--- config.mk ---
export PLATFORM = sky130hd
export DESIGN_NAME = pe_mcast_scatter
export DESIGN_NICKNAME = d
export VERILOG_FILES = /design/src/rtl/pe_mcast_scatter.sv
export SDC_FILE = /design/constraint.sdc
export NUM_CORES = 1
export LEC_CHECK = 0
export ABC_AREA = 1
export CORE_ASPECT_RATIO = 0.9
export CORE_MARGIN = 4
export CORE_UTILIZATION = 50
export CTS_CLUSTER_DIAMETER = 60
export DETAILED_ROUTE_END_ITERATION = 12
export PLACE_DENSITY = 0.8
export SLEW_MARGIN = 15
export SYNTH_ARGS = -nofsm -noshare
export SYNTH_HDL_FRONTEND = slang
export SYNTH_HIERARCHICAL = 1
export SYNTH_SLANG_ARGS = --single-unit
--- constraint.sdc ---
create_clock -name clk -period 5.32 [get_ports clk]
set_input_delay 0.798 -clock clk [delete_from_list [all_inputs] [get_ports clk]]
set_output_delay 0.798 -clock clk [all_outputs]
set_load 0.05 [all_outputs]
--- src/rtl/pe_mcast_scatter.sv ---
// Multicast scatter front-end for a PE grid. Weight beats are sent onto the
// row-tagged Y bus and image beats onto the column-tagged X bus. Each channel
// is buffered by its own 4-deep FIFO, and beats whose tag is out of range are dropped.

// Small 4-entry FIFO. The caller only pops when the FIFO is not empty and
// only pushes when it is not full.
module pe_mcast_fifo #(
  parameter int DW = 20
) (
  input  logic          clk,
  input  logic          rst,
  input  logic          push,
  input  logic [DW-1:0] din,
  input  logic          pop,
  output logic [DW-1:0] dout,
  output logic          empty,
  output logic          full
);
  logic [DW-1:0] mem_q [4];
  logic [1:0]    wp_q, rp_q;
  logic [2:0]    cnt_q;

  assign dout  = mem_q[rp_q];
  assign empty = (cnt_q == 3'd0);
  assign full  = (cnt_q == 3'd4);

  // Storage array; it has no reset because occupancy is tracked by cnt_q.
  always_ff @(posedge clk) begin
    if (push) mem_q[wp_q] <= din;
  end

  // Pointers and occupancy.
  always_ff @(posedge clk or negedge rst) begin
    if (!rst) begin
      wp_q  <= '0;
      rp_q  <= '0;
      cnt_q <= '0;
    end else begin
      if (push) wp_q <= wp_q + 2'd1;
      if (pop)  rp_q <= rp_q + 2'd1;
      cnt_q <= cnt_q + {2'b0, push} - {2'b0, pop};
    end
  end
endmodule

module pe_mcast_scatter (
  input  logic        clk,
  input  logic        rst,
  input  logic        start,
  input  logic [7:0]  w_count,
  input  logic [7:0]  i_count,
  input  logic [15:0] w_data,
  input  logic [3:0]  w_tag,
  input  logic        w_valid,
  output logic        w_ready,
  input  logic [15:0] i_data,
  input  logic [3:0]  i_tag,
  input  logic        i_valid,
  output logic        i_ready,
  input  logic        grid_stall,
  output logic [15:0] weight_val_in,
  output logic [3:0]  tag_row,
  output logic        valid_y,
  output logic [15:0] image_val_in,
  output logic [3:0]  tag_col,
  output logic        valid_x,
  output logic        busy,
  output logic        done,
  output logic [7:0]  drop_cnt
);
  typedef enum logic [1:0] {IDLE, RUN, FLUSH, DONE} state_e;

  state_e      state_q;
  logic [7:0]  wcnt_q, icnt_q, wacc_q, iacc_q, drop_q, drop_d;
  logic [19:0] w_dout, i_dout;
  logic        w_empty, w_full, i_empty, i_full;
  logic        w_fire, i_fire, w_drop, i_drop, w_pop, i_pop, emit;
  logic [15:0] wval_q, ival_q;
  logic [3:0]  row_q, col_q;
  logic        vy_q, vx_q;
  logic [8:0]  drop_sum;

  // Ready ignores a pop in the same cycle, so a full FIFO always stalls upstream.
  assign w_ready = (state_q == RUN) && !w_full && (wacc_q < wcnt_q);
  assign i_ready = (state_q == RUN) && !i_full && (iacc_q < icnt_q);
  assign w_fire  = w_valid && w_ready;
  assign i_fire  = i_valid && i_ready;
  assign w_drop  = w_fire && (w_tag > 4'd11);
  assign i_drop  = i_fire && (i_tag > 4'd13);

  assign emit  = ((state_q == RUN) || (state_q == FLUSH)) && !grid_stall;
  assign w_pop = emit && !w_empty;
  assign i_pop = emit && !i_empty;

  pe_mcast_fifo #(.DW(20)) u_wfifo (
    .clk(clk), .rst(rst), .push(w_fire && !w_drop), .din({w_tag, w_data}),
    .pop(w_pop), .dout(w_dout), .empty(w_empty), .full(w_full));

  pe_mcast_fifo #(.DW(20)) u_ififo (
    .clk(clk), .rst(rst), .push(i_fire && !i_drop), .din({i_tag, i_data}),
    .pop(i_pop), .dout(i_dout), .empty(i_empty), .full(i_full));

  // The drop counter saturates at 255. Both channels can drop a beat in the same cycle.
  always_comb begin
    drop_sum = {1'b0, drop_q} + {8'b0, w_drop} + {8'b0, i_drop};
    drop_d   = drop_sum[8] ? 8'hff : drop_sum[7:0];
  end

  // Bus registers. Valid is high for one cycle per pop; data and tag hold between pops.
  always_ff @(posedge clk or negedge rst) begin
    if (!rst) begin
      wval_q <= '0; row_q <= '0; vy_q <= 1'b0;
      ival_q <= '0; col_q <= '0; vx_q <= 1'b0;
    end else begin
      vy_q <= w_pop;
      vx_q <= i_pop;
      if (w_pop) {row_q, wval_q} <= w_dout;
      if (i_pop) {col_q, ival_q} <= i_dout;
    end
  end

  // Job sequencing: counts are latched at start, and beats are accepted and drained until both channels finish.
  always_ff @(posedge clk or negedge rst) begin
    if (!rst) begin
      state_q <= IDLE;
      wcnt_q  <= '0; icnt_q <= '0;
      wacc_q  <= '0; iacc_q <= '0;
      drop_q  <= '0;
    end else begin
      case (state_q)
        IDLE: if (start) begin
          wcnt_q  <= w_count;
          icnt_q  <= i_count;
          wacc_q  <= '0;
          iacc_q  <= '0;
          drop_q  <= '0;
          state_q <= RUN;
        end
        RUN: begin
          wacc_q <= wacc_q + {7'b0, w_fire};
          iacc_q <= iacc_q + {7'b0, i_fire};
          drop_q <= drop_d;
          if ((wacc_q == wcnt_q) && (iacc_q == icnt_q)) state_q <= FLUSH;
        end
        FLUSH: if (w_empty && i_empty && !w_pop && !i_pop) state_q <= DONE;
        default: state_q <= IDLE;
      endcase
    end
  end

  assign weight_val_in = wval_q;
  assign tag_row       = row_q;
  assign valid_y       = vy_q;
  assign image_val_in  = ival_q;
  assign tag_col       = col_q;
  assign valid_x       = vx_q;
  assign busy          = (state_q == RUN) || (state_q == FLUSH);
  assign done          = (state_q == DONE);
  assign drop_cnt      = drop_q;
endmodule

==> summary.txt, run 1 <==
Outcome
  – Status: completed

Critical path
  – RR Endpoint: drop_cnt[3]
  – CP required: 4.52 ns
  – CP Max Fanout: 7
  – Worst Path Arrival: 2.85 ns
  – Worst reg2reg path startpoint: state_q[1]
  – CP startpoint kind: register
  – R2R depth: 16
  – Worst setup path class: register to output port
  – Reg2reg setup slack: 2.17 ns
  – Worst Setup End Kind: output port

Yosys
  – Commonest cells post-synth: nand2_1 (386), inv_1 (237), edfxtp_1 (160), dfrtp_1 (98), nand3_1 (95)
  – Mux cell area share after synthesis: 0
  – Yosys warnings: 6
  – Area contributors post-synth: edfxtp_1 (41%), dfrtp_1 (21%), nand2_1 (12%), inv_1 (7.5%), nand3_1 (4.0%)
  – Post-Synth Adder-Cell Area: 0.0441
  – Synth Register Bits: between 200 and 300
  – Largest family of logic cells by synthesized area: simple AND/OR/NAND/NOR gates
  – Top-count cell post-synth: nand2_1
  – Number of enable flip-flop cells after synthesis: 160
  – Post-synthesis sequential area ratio: 0.613
  – Complex-gate fraction of the synthesized area: 0.0244
  – Simple-gate portion of the synthesized area: 0.212
  – Largest area contributor in the netlist: edfxtp_1
  – Post-Syn Nets: 1,325
  – Top-area cell type share of the netlist area: 0.406
  – Cells after synthesis: roughly 1,200
  – Post-Synthesis Cell Area: about 12,000 um^2
  – Post-Synth XOR/XNOR Area: 0.00444
  – Syn Area/Cell: 9.69 um^2
  – Unique cell type count in the Yosys netlist: 36
  – Asr flop ratio synth: 0.380
  – Ys flop type: edfxtp_1

GRT
  – Global route overflow: 0
  – GRT Resource Usage Total: 0.184
  – Routing usage on met3: 0.0308
  – Pin count of the biggest net entering global routing: 51
  – Initial antenna violation count: 1
  – GR Layer Usage met2: 0.308
  – Routing usage on met1: 0.253
  – First-pass GRT wire length: 39,300 um
  – Vias in the first global route: 7,857
  – GRT Max-Usage Layer: met2

Routing
  – Post-route ant nets: 0
  – Drt wl/cell: 14.6 um
  – Vias per cell: 4.87
  – Initial DRC count: 603
  – Routed vias: 8,058
  – Final wirelength: 24,100 um
  – # DRC: 0
  – Pre-antenna DRT Iters: 5

Power
  – PnR Total Power: 0.00749 W
  – Leakage: 6.68 nW
  – PD cells: 536 nW/um^2
  – Maximum VDD drop: 356 uV

CTS
  – Clock Latency Late Sink: approximately 0.52 ns
  – CTS hold repair buffers: 0
  – CTS max path bufs: 3
  – H-tree levels: 1
  – Post-cts gate resize count: 0
  – CTS tree: done
  – TritonCTS buffer count: 27
  – Root Buffer: clkbuf_16
  – Clock Sinks: approximately 260
  – Clock transition at path regs: roughly 0.060 ns
  – Setup Buffers After CTS: 0

Placement
  – IO buf count: ~120
  – DP HPWL: between 15,000 and 20,000 um
  – Dpl ws: 1.97 ns
  – Placed cell areas: 13,100 um^2
  – Gpl congestion: 0.805

Layout
  – Fillers: 1,876
  – Register Area: about 7300 um^2
  – Area grow syn2layout: 18.0%
  – Fraction of layout cells with a size suffix above 1: 0.0755
  – Finished Cell Area: 14,000 um^2
  – Nets: 1,433
  – Area of the multi-input gates: 3380 um^2

STA
  – Max-slew violations: 0
  – RSZ-0062 raised after global routing: no
  – Sum Neg Setup Slack: 0 ns
  – Worst setup margin: 1.67 ns
  – Clock Skews: 0.0109 ns
  – Min cycle time layout: about 3.6 ns
  – WHS: approximately 0.34 ns
  – Worst-margin pin slew: 0.958 ns
  – Max Clock Freq: 274 MHz
  – Slew HR: 0.361
  – Tcrit/Tclk final: 0.686
  – # setup viols final: 0
  – Final Hold Viols: 0

Die
  – Starting Density: 0.508
  – Row Count: 53
  – Boundary Pins: 116
  – Core footprint: 23,300 um^2
  – Die Width: 170 um
  – Die footprint: ~26,000 um^2
  – Die H: 154 um

Run
  – Max Cap Viol: 0

Worst hold path
  – Worst hold path type: input port to asynchronous set/reset pin
## cell families after synthesis
kind of cell,Yosys count
AOI/OAI and AO/OA,55
and+or+nand+nor,582
xor gates and xnor gates,6
DFF,258
adders and majority gates,40
buffers and inverters,282
## cells in the final DEF (no fill, tap or decap), types with 27 or more instances in the layout
master,count
nor2_1,29
o21ai_0,34
clkbuf_16,27
clkdlybuf4s50_1,114
ha_1,37
inv_1,237
nand2_1,386
nand3_1,95
edfxtp_1,160
dfrtp_1,98
nand2_2,43
## metrics by stage
step | cells | utilization
4_1_cts | 1653 | 0.599
2_1_floorplan | 1223 | -
3_5_place_dp | 1604 | 0.562
3_3_place_gp | 1604 | 0.562
5_1_grt | 1654 | 0.599
6_report | 1654 | 0.599
## final cells by class
class                   count  share of cell area
clock inverters            10             0.00779
clock buffers              39              0.0537
inverters                 241              0.0654
multi-input cells         683               0.242
well taps                 302              0.0270
flip-flops and latches    258               0.519
repair buffers            120              0.0849
diodes                      1            0.000179
## where the power goes
| part | total (W) | internal, W | switching [W] |
|---|---|---|---|
| Combinational | 0.00289 | 0.000907 | 0.00198 |
| Sequential | 0.00279 | 0.00253 | 0.000262 |
| Clock | 0.00182 | 0.00108 | 0.000739 |
| Total | 0.00749 | 0.00451 | 0.00298 |
## worst max-delay path, stage by stage, from the launching register on
cell and delay (ns):
dfrtp_1 0.41, inv_1 0.09, ha_1 0.33, inv_1 0.13, nor2_1 0.11, nand3b_1 0.10
nor2_1 0.22, and2_1 0.16, clkdlybuf4s50_1 0.79
## sequential cells by signal, summed over array words and instances, names as in the netlist, 4 cells and up
register,flops
wcnt_q,8
iacc_q,8
drop_cnt,8
wacc_q,8
u_ififo/mem_q,80
tag_col,4
u_wfifo/mem_q,80
weight_val_in,16
image_val_in,16
tag_row,4
icnt_q,8
## routing by layer
metal  up-vias  wire length [um]
li1       4021                 -
met1      3805             10600
met2       198             11800
met3        34              1240
met4         0               507
met5         -                 0
## how the worst max path moves through the flow
stage                           from                to  slack, ns  cells after the start
after detailed placement    i_tag[1]       drop_cnt[5]       1.97                     12
after global placement      i_tag[2]       drop_cnt[3]       2.05                     12
final                     state_q[1]           i_ready       1.67                      8
after global routing      state_q[1]           w_ready       1.48                      8
after floorplan           state_q[0]  u_wfifo/cnt_q[2]       2.68                     13
after CTS                 state_q[1]           i_ready       1.64                      8
Note: power is estimated with default switching activity, not from simulation.
==> run 2: changes to the inputs <==
Clock period 5.32 ns to 3.64 ns, I/O delays scaled along.
==> run 2 against run 1 <==
Net effect:
- clock power up 41%
- cell area is 0.41% higher
- power increased by 45%
- sequential share of layout area decreased by 0.21 points
- non-clock buffer count up 11
- combinational power is 49% higher
- clock-buffer cell count rose by 5
- largest power group unchanged
- first-iteration DRC count shrank 20%
- via count shrank 0.62%
- critical path depth unchanged
- highest routed layer unchanged
- setup slack worse by 1.4 ns
- critical path type unchanged
- cell count rose by 0.54%
==> summary.txt, run 2 (synthesized netlist as in run 1, its figures left out) <==
GRT
  – Vias in the first global route: just under 8,000
  – Initial antenna violation count: 0
  – First-pass GRT wire length: between 30,000 and 40,000 um
  – Global route overflow: 0
  – GRT Resource Usage Total: 0.183
  – Pin count of the biggest net entering global routing: 53

STA
  – Final Hold Viols: 0
  – Max-slew violations: 0
  – Min cycle time layout: ~3.4 ns
  – # setup viols final: 0
  – RSZ-0062 raised after global routing: no
  – Worst setup margin: 0.278 ns
  – Sum Neg Setup Slack: 0 ns
  – Clock Skews: between 0.01 and 0.015 ns
  – Worst-margin pin slew: 0.848 ns
  – Max Clock Freq: 297 MHz
  – Tcrit/Tclk final: 0.924
  – Slew HR: 0.434

Critical path
  – Top cell family by delay on the critical path: buffers and inverters
  – Worst Path Arrival: 2.82 ns
  – CP startpoint kind: register
  – CP Max Fanout: 7
  – Worst Setup End Kind: output port
  – Worst setup path class: register to output port
  – Most frequent CP cell: inv_1
  – CP required: approximately 3.1 ns
  – WP buf/inv: 3
  – CP cell instances: inv_1 > ha_1 > inv_1 > nor3_1 > nand2_1 > nor2_2 > and2_1 > clkdlybuf4s50_1
  – Worst path max stage delay: 0.82 ns
  – Slowest CP cell: clkdlybuf4s50_1

Placement
  – Inst Count DP: between 1,500 and 2,000
  – DP HPWL: 15,500 um
  – IO buf count: 115
  – Dpl ws: 0.559 ns
  – Gpl congestion: 0.804

Routing
  – # DRC: 0
  – Vias per cell: 4.82
  – Met3 routed WL: between 1000 and 1500 um
  – Post-route ant nets: 0
  – Final wirelength: 23,900 um
  – Pre-antenna DRT Iters: 5
  – Initial DRC count: 484
  – Met1 Routed Length: between 10,000 and 15,000 um
  – Uppermost layer routed: met4
  – Drt wl/cell: 14.4 um
  – WL met2: 11,700 um
  – Routed vias: 8,008

Power
  – PD cells: between 700 and 800 nW/um^2
  – PnR Total Power: 0.0109 W
  – Maximum VDD drop: approximately 540 uV
  – Leakage: 6.73 nW

Die
  – Die H: 154 um
  – Die Width: 170 um
  – Starting Density: 0.508
  – Core footprint: 23,300 um^2
  – Boundary Pins: 116
  – Row Count: 53
  – Die footprint: 26,200 um^2

CTS
  – Setup Buffers After CTS: 0
  – Clock Sinks: 258
  – Root Buffer: clkbuf_16
  – CTS tree: done
  – Clock Latency Late Sink: 0.51 ns
  – H-tree levels: 1
  – CTS max path bufs: 3
  – Clock transition at path regs: 0.06 ns
  – TritonCTS buffer count: 27
  – Post-cts gate resize count: 0
  – CTS hold repair buffers: 0

Layout
  – Area of the multi-input gates: 3380 um^2
  – Most frequent cells in the layout: nand2_1 (386), inv_1 (237), edfxtp_1 (160)
  – Non-Filler Instances: 1,663
  – Nets: 1,444
  – Fillers: 1,870
  – Diodes inserted: 0
  – Largest regs: u_ififo/mem_q (80), u_wfifo/mem_q (80)
  – Area grow syn2layout: 18.4%
  – Commonest non-fill, non-tap cell in the layout: nand2_1
  – Fraction of layout cells with a size suffix above 1: 0.0816
  – Register Area: 7260 um^2

Outcome
  – Status: completed

Run
  – Max Cap Viol: 0

Worst hold path
  – Worst hold path type: input port to asynchronous set/reset pin
run 2: worst paths after layout:
path                            slack [ns]          endpoint  startpoint  cells past startpoint
worst min-delay path                  0.10   u_ififo/wp_q[0]         rst                      1
worst min register to register        0.47        tag_col[3]  tag_col[3]                      2
min in group clk                      0.47        tag_col[3]  tag_col[3]                      2
max in group asynchronous             2.66  weight_val_in[1]         rst                      2
worst max register to register        0.63       drop_cnt[3]  state_q[1]                     16
worst max-delay path                  0.28           w_ready  state_q[1]                      8
run 2: cell type report:
type                    instances  area share
clock inverters                 4     0.00196
clock buffers                  44      0.0577
multi-input cells             683       0.241
well taps                     302      0.0269
repair buffers                131      0.0904
flip-flops and latches        258       0.517
inverters                     241      0.0652
run 2: per-layer routing:
layer | track usage | vias up
met1 | 0.249 | 3747
met2 | 0.312 | 182
met5 | 0 | -
met4 | 0.0392 | 0
li1 | - | 4052
met3 | 0.0290 | 27
run 2: report_power, final:
group          total [W]  switching, W  leakage [nW]  internal (W)
Clock            0.00256       0.00104         0.411       0.00151
Sequential       0.00401      0.000322          2.69       0.00369
Combinational    0.00431       0.00296          3.63       0.00135
run 2: stage by stage:
step	area (um^2)	hold slack [ns]	util
after floorplan	11800	0.250	-
after global placement	13200	0.452	0.565
after detailed placement	13200	0.458	0.565
after CTS	14000	0.108	0.601
after global routing	14000	0.140	0.601
final	14000	0.102	0.601
